--- src/rtl/reg_readback.sv ---
// Debug readback engine: snapshots the register bank on start, then streams every word
// over valid/ready followed by an XOR checksum beat.
module reg_readback #(
  parameter int unsigned WIDTH = 8,
  parameter int unsigned NREGS = 8,
  localparam int unsigned IW = $clog2(NREGS + 1)
) (
  input  logic                   clk,
  input  logic                   rst,
  input  logic                   start,
  input  logic [NREGS*WIDTH-1:0] snap_in,
  output logic                   busy,
  output logic                   done,
  output logic [WIDTH-1:0]       out_data,
  output logic [IW-1:0]          out_idx,
  output logic                   out_last,
  output logic                   out_valid,
  input  logic                   out_ready
);

  localparam logic [IW-1:0] LastIdx = IW'(NREGS);

  typedef enum logic [1:0] {StIdle, StSend, StDone} state_e;

  state_e           state_q, state_d;
  logic [IW-1:0]    idx_q, idx_d;
  logic [WIDTH-1:0] sum_q, sum_d;
  logic [WIDTH-1:0] snap_q [NREGS];
  logic             load;
  logic             at_sum;
  logic [WIDTH-1:0] cur_word;

  always_ff @(posedge clk) begin
    if (!rst) begin
      state_q <= StIdle;
      idx_q   <= '0;
      sum_q   <= '0;
    end else begin
      state_q <= state_d;
      idx_q   <= idx_d;
      sum_q   <= sum_d;
    end
  end

  // Snapshot contents are irrelevant after reset, so no reset on the buffer.
  always_ff @(posedge clk) begin
    if (load) begin
      for (int i = 0; i < NREGS; i++) begin
        snap_q[i] <= snap_in[i*WIDTH +: WIDTH];
      end
    end
  end

  always_comb begin
    cur_word = '0;
    for (int i = 0; i < NREGS; i++) begin
      if (idx_q == IW'(i)) cur_word = snap_q[i];
    end
    at_sum = (idx_q == LastIdx);
  end

  always_comb begin
    state_d = state_q;
    idx_d   = idx_q;
    sum_d   = sum_q;
    load    = 1'b0;
    unique case (state_q)
      StIdle: begin
        if (start) begin
          load    = 1'b1;
          idx_d   = '0;
          sum_d   = '0;
          state_d = StSend;
        end
      end
      StSend: begin
        if (out_ready) begin
          if (at_sum) begin
            state_d = StDone;
          end else begin
            sum_d = sum_q ^ cur_word;
            idx_d = idx_q + IW'(1);
          end
        end
      end
      StDone:  state_d = StIdle;
      default: state_d = StIdle;
    endcase
  end

  // All outputs decode registered state only; payload is forced to zero outside SEND.
  always_comb begin
    busy      = (state_q != StIdle);
    done      = (state_q == StDone);
    out_valid = (state_q == StSend);
    out_last  = out_valid && at_sum;
    out_data  = out_valid ? (at_sum ? sum_q : cur_word) : '0;
    out_idx   = out_valid ? idx_q : '0;
  end

endmodule

--- config.mk ---
export PLATFORM = sky130hd
export DESIGN_NAME = reg_readback
export DESIGN_NICKNAME = d
export VERILOG_FILES = /design/src/rtl/reg_readback.sv
export SDC_FILE = /design/constraint.sdc
export NUM_CORES = 1
export LEC_CHECK = 0
export CORE_ASPECT_RATIO = 0.6
export CORE_MARGIN = 4
export CORE_UTILIZATION = 52
export DETAILED_ROUTE_END_ITERATION = 10
export GPL_TIMING_DRIVEN = 0
export PLACE_DENSITY = 0.92
export SLEW_MARGIN = 30
export SYNTH_ARGS = -nofsm -noshare
export SYNTH_HDL_FRONTEND = slang
export SYNTH_SLANG_ARGS = --single-unit
--- constraint.sdc ---
create_clock -name clk -period 4.7 [get_ports clk]
set_clock_uncertainty 0.1 [all_clocks]
set_input_delay 0.94 -clock clk [delete_from_list [all_inputs] [get_ports clk]]
set_output_delay 0.94 -clock clk [all_outputs]
set_load 0.03 [all_outputs]
# --- Word level (Yosys, flattened, before mapping) ---
# Memory sizes are Yosys's and may differ from the RTL's.
# Index checks and enable logic that the tools add are counted.
# W data, S select, Z words.
word_totals:
  regBits: 14
  mem_count: 1
  ram_bits: 64
  output_inout_bits: 16
  input_bits: 68
memory_table:
  columns: ["name", "words", "width", "rd", "rd_ports_with_merged_regs", "write_ports", "line", "text"]
  rows:
  - ["snap_q", 8, 8, 8, 0, 8, "28", "logic [WIDTH-1:0] snap_q [NREGS];"]
op_classes:
  eq_ne: 14
  n_mux: 27
  n_reduce_logical: 7
  addsub: 1
  bitwise_logic: 1
op_table:
  columns: ["op", "n"]
  rows:
  - ["$mux W8", 13]
  - ["$eq A4 B3 Y1 const B", 4]
  - ["$mux W4", 4]
  - ["$pmux W8 S2", 1]
  - ["$eq A4 B2 Y1 const B", 2]
  - ["$pmux W4 S2", 1]
  - ["$xor A8 B8 Y8", 1]
  - ["$mux W2", 3]
  - ["$add A4 B1 Y4 const B", 1]
  - ["$eq A4 B1 Y1 const B", 1]
  - ["$eq A4 B4 Y1 const B", 1]
  - ["$logic_not A4 Y1", 1]
  - ["$mux W1", 4]
  - ["$ne A2 B1 Y1 const B", 2]
  - ["$ne A2 B2 Y1 const B", 2]
  - ["$pmux W2 S2", 1]
  - ["$reduce_and A4 Y1", 1]
  - ["$reduce_bool A2 Y1", 2]
  - ["$reduce_and A3 Y1", 1]
  - ["$eq A2 B1 Y1 const B", 1]
  - ["$eq A2 B2 Y1 const B", 1]
  - ["$logic_not A2 Y1", 1]
  - ["$logic_and A1 B1 Y1", 1]

# --- Longest topological paths before layout ---
# Gate-level depths: netlist of the first run.
logic_depth:
  word_depth: 13
  ltp_mapped: 10

# --- Worst setup path before layout of the first run ---
# No wires, ideal clock.
synth_path:
  kind: "in2reg"
  from: "input start"
  to: "register idx_q[2]"
  n_path_buf: 1
  setup_ns: 0.128
  required_ns: 4.472
  path_stages: 4
  setup_slack_ns: 1.376
  t_arrival_ns: 3.096
  path_cell_list: "and3_1 nand2b_1 buf_1 nor2_1"
synth_between:
  elab_chain_cells: 2
synth_lines:
  columns: ["item", "line", "text"]
  rows:
  - ["start, declared", "10", "input logic start,"]
  - ["$ne A2 B2 Y1 (no source line)", null, null]
  - ["$reduce_and A4 Y1 (no source line)", null, null]
  - ["end signal, assigned", "40", "idx_q <= idx_d;"]
  - ["end, declared", "26", "logic [IW-1:0] idx_q, idx_d;"]
# Every way passes these cells.
# A chain may end at the register's enable or synchronous reset.

# --- Final worst setup path of the first run ---
layout_path:
  from: "register idx_q[0]"
  to: "output out_data[5]"
layout_between:
  elab_chain_cells: 11
  elab_cells_between_ends: 19
  cone_classes: "eq/ne (8); mux (10); reduce/logical (1)"
layout_lines:
  columns: ["item", "line", "text"]
  rows:
  - ["$logic_not A4 Y1", "57", "if (idx_q == IW'(i)) cur_word = snap_q[i];"]
  - ["$mux W8 (8 in series)", "57", null]
  - ["$mux W8 * (2 in series)", "97", "out_data = out_valid ? (at_sum ? sum_q : cur_word) : '0;"]
  - ["end, declared", "14", "output logic [WIDTH-1:0] out_data,"]
# Mark *: on every way between the ends. The rest lies on a longest branch, timed or not.

==> results.toml, run 1 <==
[status]
outcome = "finished, final reports clean"

[clock_network]
ctsHtreeMaxLevel = 3
cts_sinks = 78
post_cts_hold_buffer_count = 0
cts_setup_buffers = 0
cts_tree = "yes"
cts.reportedPaths.clkPinSlew_ns = 0.07
numCtsBuffers = 9
cts_max_path_buffers = 2
clock_latency_ns = 0.35
clockRootBuffer = "clkbuf_8"
post_cts_resized = 0

[yosys]
syn_avg_cell_area_um2 = 13.6
yosysWarnings = 0
syn-num-nets = 315
seq_area_frac_synth_pct = 66.7
syn_area_um2 = 3300
synth_seq_cells = 78
synth_compound_area_share_pct = 16.7
synth_top_family_by_area = "compound AO/OA/AOI/OAI gates"
synth_flop_cell = "edfxtp_1"
synthCells = 243
synth_edf_count = 64
synth_mux_area_share_pct = 0.341
async_flop_share_pct = 0
yosys.area_share.simple_pct = 8.83
synth_cell_type_count = 37
synth_xor_area_share_pct = 0.531
synthAdderAreaFrac_pct = 1.52

[hold_path]
hold_path_class = "flop to flop"
holdCritStartpoint = "sum_q[4]"

[route]
routed-via-count = 2437
antenna_left = 0
routed_via_density = 5.71
drt-initial-drc-count = 250
wl_per_cell_um = 19.4
wl_um = 8300
drc = 0
first_pass_iters = 5

[timing]
tns_ns = 0
slew_violations = 0
setup_violations = 0
finalHoldViolations = 0
finalCritPeriodShare_pct = 89.8
hold_slack_ns = 0.392
fin_crit_ns = 4.22
relSlewSlack_pct = 47.8
rsz0062_at_grt = "no"
clock.fmax_mhz = 237
worst_slack_ns = 0.478
tightest_slew_ns = 0.781

[global_route]
grt_max_degree = 35
antenna_found_initial = 0
grt_pass1_wl_um = 13100
grt_overflow = 0
grtUsageTotal_pct = 22.0
grt_pass1_vias = 2583

[die]
fp.dieW_um = 111
initial_core_util_pct = 53.8
rows = 22
fp.dieH_um = 69.7
ioPinCount = 84
core_um2 = 6140
die_area_um2 = 7730

[worst_setup_path]
worstSetupStartpoint = "idx_q[0]"
worstPathRequired_ns = 3.66
arrival_ns = 3.18
cp-end-kind = "output port"
setup.worst_path.start_class = "flop"
worstSetupPathType = "flop to output port"
crit_fanout = 10
r2r_start = "idx_q[0]"

[power]
combPwrFrac_pct = 14.0
p_per_area_nw_per_um2 = 365
ir_drop_v = 0.000208
switchingPower_uw = 359
p_seq_share_pct = 49.6
switching_share_pct = 21.8
internal-power_mw = 1.28
power_mw = 1.64
power.leakage_nw = 1.68
pwr-share-clk_pct = 36.4

[final_layout]
final_common_cell = "clkdlybuf4s50_1"
drive_gt1_share_pct = 9.04
areaGrowthSynthToFinish_pct = 36.4
nets = 410
mostFrequentLayoutCells = "83 x clkdlybuf4s50_1, 64 x edfxtp_1, 28 x nor2_1, 22 x inv_1"
diodes = 0
fill_cells = 412

[placed_design]
port_buffers = 83
post-place-ws_ns = 0.881
globalplace.congestion = 0.862
hpwlAfterDp_um = 5900

[run]
maxCapViolations = 0
## path summary, 6_finish.rpt
kind	endpoint	slack [ns]	cells past startpoint
setup / recovery	out_data[5]	0.48	10
hold / removal	sum_q[4]	0.39	2
setup reg to reg	sum_q[5]	2.16	9
hold reg to reg	sum_q[4]	0.39	2
## power by group through the flow
stage,combinational [mW],sequential (mW),clock (mW)
global route,0.249,0.818,0.639
detailed placement,0.227,0.830,0
global placement,0.217,0.830,0
finish,0.231,0.815,0.598
floorplan,0.120,0.826,0
CTS,0.230,0.814,0.609
## registers in the layout, indices dropped and copies added, names as in the netlist
register and flops:
idx_q 4, snap_q 64, sum_q 8, state_q 2
## worst max-delay path, stage by stage (launching register included)
cell and delay, ns:
dfxtp_1 0.42, inv_1 0.13, ha_1 0.22, or2_1 0.20, buf_2 0.16, buf_4 0.19, a221o_1 0.27, a32oi_1 0.35
nor2_1 0.10, a22o_1 0.21, clkdlybuf4s50_1 0.59
## per-stage QoR
step | cell area [um^2] | util (%) | std cells
finish | 4500 | 73.3 | 427
global route | 4500 | 73.3 | 427
CTS | 4500 | 73.3 | 427
detailed placement | 4260 | 69.4 | 411
global placement | 4240 | 69.0 | 410
floorplan | 3300 | - | 243
## routing by layer
layer,track usage (%),up-vias,part of all wire (%)
met3,8.72,9,9.9
met5,0,-,0
li1,-,1136,-
met4,5.19,0,0.92
met2,37.2,135,49
met1,26.6,1157,40
## cell families (layout without fill, tap and decap cells)
group | Yosys count | in the layout
adder cells (fa/ha/maj) | 4 | 4
AO/OA/AOI/OAI | 69 | 69
multiplexers | 1 | 1
XOR/XNOR | 2 | 2
AND/OR/NAND/NOR | 55 | 55
buffers and inverters | 34 | 134
flip-flops | 78 | 78
## cell type report
| type | instances | area (um^2) | area share (%) |
|---|---|---|---|
| multi-input combinational | 131 | 927 | 20.6 |
| clock inverter | 4 | 95.1 | 2.11 |
| tap | 84 | 105 | 2.33 |
| inverter | 22 | 82.6 | 1.83 |
| sequential | 78 | 2200 | 48.9 |
| clock buffer | 12 | 145 | 3.22 |
| buffer | 12 | 93.8 | 2.08 |
| timing repair buffer | 84 | 851 | 18.9 |
## synth_stat cells, drive strengths merged (2+ instances only)
| master | count | share of area (%) |
|---|---|---|
| nor2 | 29 | 3.5 |
| a21oi | 16 | 2.4 |
| a221o | 16 | 4.9 |
| o31ai | 8 | 1.8 |
| inv | 22 | 2.5 |
| and3 | 3 | 0.57 |
| a32oi | 8 | 2.1 |
| or4 | 8 | 1.8 |
| nand2 | 4 | 0.45 |
| nand2b | 2 | 0.38 |
| nand3b | 2 | 0.45 |
| ha | 4 | 1.5 |
| buf | 12 | 2.8 |
| nor2b | 2 | 0.61 |
| dfxtp | 14 | 8.5 |
| a22o | 8 | 2.1 |
| or2 | 2 | 0.38 |
| a2bb2oi | 8 | 2.1 |
| edfxtp | 64 | 58 |
Note: power is estimated with default switching activity, not from simulation.
==> inputs of run 2 (changes only) <==
--- a/config.mk
+++ b/config.mk
@@ -9,7 +9,7 @@
 export CORE_MARGIN = 4
 export CORE_UTILIZATION = 52
 export DETAILED_ROUTE_END_ITERATION = 10
-export GPL_TIMING_DRIVEN = 0
+export GPL_TIMING_DRIVEN = 1
 export PLACE_DENSITY = 0.92
 export SLEW_MARGIN = 30
 export SYNTH_ARGS = -nofsm -noshare
==> run 2 against run 1 <==
Via count down 1.9%. Largest cell class unchanged. Cell count shrank 2.3%. Fmax is 4.9% lower. Sequential share of layout area increased by 1.3 points. Clock power is 8.4% lower. Power fell by 4.1%. Worst setup slack lost 0.22 ns. Die area unchanged. Largest power group unchanged. Final area is 2.6% lower. Critical path depth decreased by 2.
==> results.toml, run 2 (synthesized netlist as in run 1, its figures left out) <==
[route]
drc = 0
routed-via-count = 2390
drt-initial-drc-count = 164
routed_via_density = 5.73
wl_per_cell_um = 19.1
antenna_left = 0
wl_um = 7950
first_pass_iters = 4

[final_layout]
nets = 400
fill_cells = 406
final_common_cell = "clkdlybuf4s50_1"
mostFrequentLayoutCells = "83 x clkdlybuf4s50_1, 64 x edfxtp_1, 28 x nor2_1, 22 x inv_1"
reg_top3 = "snap_q: 64 flops, sum_q: 8 flops, idx_q: 4 flops"
top_register = "snap_q"
areaGrowthSynthToFinish_pct = 32.8
diodes = 0
largest_reg_flops = 64
drive_gt1_share_pct = 6.91

[power]
power_mw = 1.58
p_per_area_nw_per_um2 = 360
power.leakage_nw = 1.60
ir_drop_v = 0.000193

[worst_setup_path]
worstSetupPathType = "flop to output port"
crit_fanout = 17
cp-end-kind = "output port"
worstPathRequired_ns = 3.66
setup.worst_path.start_class = "flop"
arrival_ns = 3.40

[global_route]
use_met3_pct = 8.81
grtUsageTotal_pct = 21.3
grt_pass1_vias = 2396
grt_pass1_wl_um = 12500
grtUsageMet2_pct = 32.0
met1_usage_pct = 28.8
top_usage_layer = "met2"
antenna_found_initial = 0
grt_max_degree = 42
grt_overflow = 0

[placed_design]
hpwlAfterDp_um = 5580
globalplace.congestion = 0.911
port_buffers = 83

[die]
core_um2 = 6140
fp.dieW_um = 111
initial_core_util_pct = 53.8
ioPinCount = 84
die_area_um2 = 7730
fp.dieH_um = 69.7
rows = 22

[timing]
clock.fmax_mhz = 225
fin_crit_ns = 4.44
finalCritPeriodShare_pct = 94.5
hold_slack_ns = 0.397
finalHoldViolations = 0
setup_violations = 0
relSlewSlack_pct = 48.6
tightest_slew_ns = 0.769
tns_ns = 0
slew_violations = 0
rsz0062_at_grt = "no"

[clock_network]
clock_latency_ns = 0.35
cts_tree = "yes"
numCtsBuffers = 9
clockRootBuffer = "clkbuf_8"
cts_max_path_buffers = 2
cts_setup_buffers = 0
post_cts_resized = 0
cts_sinks = 78
post_cts_hold_buffer_count = 0
ctsHtreeMaxLevel = 3
cts.reportedPaths.clkPinSlew_ns = 0.08

[status]
outcome = "finished, final reports clean"

[hold_path]
hold_path_class = "flop to flop"

[run]
maxCapViolations = 0
run 2: cell types whose count changed in the layout (fill, tap and decap cells not counted), sizes merged:
cell,delta
clkinv,+1
clkinvlp,+2
buf,-10
clkbuf,-3
inv,+1
bufinv,-1
run 2: area by class of cell:
type | instances | area (um^2) | share of cell area [%]
Sequential cell | 78 | 2200 | 50.2
Multi-Input combinational cell | 131 | 923 | 21.1
Timing Repair Buffer | 86 | 851 | 19.4
Clock buffer | 9 | 124 | 2.83
Tap cell | 84 | 105 | 2.40
Clock inverter | 7 | 96.3 | 2.20
Inverter | 22 | 82.6 | 1.88
run 2: final timing paths:
| kind | from | end | slack [ns] | depth (start not counted) |
|---|---|---|---|---|
| worst min register to register | sum_q[0] | sum_q[0] | 0.40 | 2 |
| worst max register to register | idx_q[1] | sum_q[7] | 1.95 | 7 |
| worst min-delay path | sum_q[0] | sum_q[0] | 0.40 | 2 |
| worst max-delay path | idx_q[1] | out_data[7] | 0.26 | 8 |
run 2: worst max-delay path, stage by stage, from the launching register on:
cell and delay [ns]:
dfxtp_1 0.37, inv_1 0.14, ha_1 0.62, nor2b_4 0.21, a221o_1 0.42, a32oi_1 0.35
nor2_1 0.10, a22o_1 0.23, clkdlybuf4s50_1 0.60
run 2: power by group:
group          internal, mW  total (mW)  switching (mW)
logic                 0.109       0.211           0.102
clock network         0.300       0.548           0.248
registers             0.798       0.817          0.0189
total                  1.21        1.58           0.370
run 2: through the flow:
step / cell area (um^2) / std cells / util (%) / worst slack (ns)
after floorplan: 3300 / 243 / - / 1.38
after global placement: 4160 / 400 / 67.8 / 0.929
after detailed placement: 4160 / 401 / 67.8 / 0.757
after CTS: 4380 / 417 / 71.4 / 0.297
after global routing: 4380 / 417 / 71.4 / 0.0484
final: 4380 / 417 / 71.4 / 0.260
run 2: routing by layer:
metal | up-vias | part of all wire, % | routed length [um]
met3 | 11 | 12 | 937
met2 | 120 | 45 | 3540
li1 | 1109 | - | -
met1 | 1150 | 42 | 3360
met5 | - | 0 | 0
met4 | 0 | 1.3 | 105
==> inputs of run 3 (changes only) <==
--- a/config.mk
+++ b/config.mk
@@ -10,6 +10,7 @@
 export CORE_UTILIZATION = 52
 export DETAILED_ROUTE_END_ITERATION = 10
 export GPL_TIMING_DRIVEN = 1
+export HOLD_SLACK_MARGIN = 0.02
 export PLACE_DENSITY = 0.92
 export SLEW_MARGIN = 30
 export SYNTH_ARGS = -nofsm -noshare
==> results of run 3 <==
Final layout, timing and power as in run 2 (identical DEF).
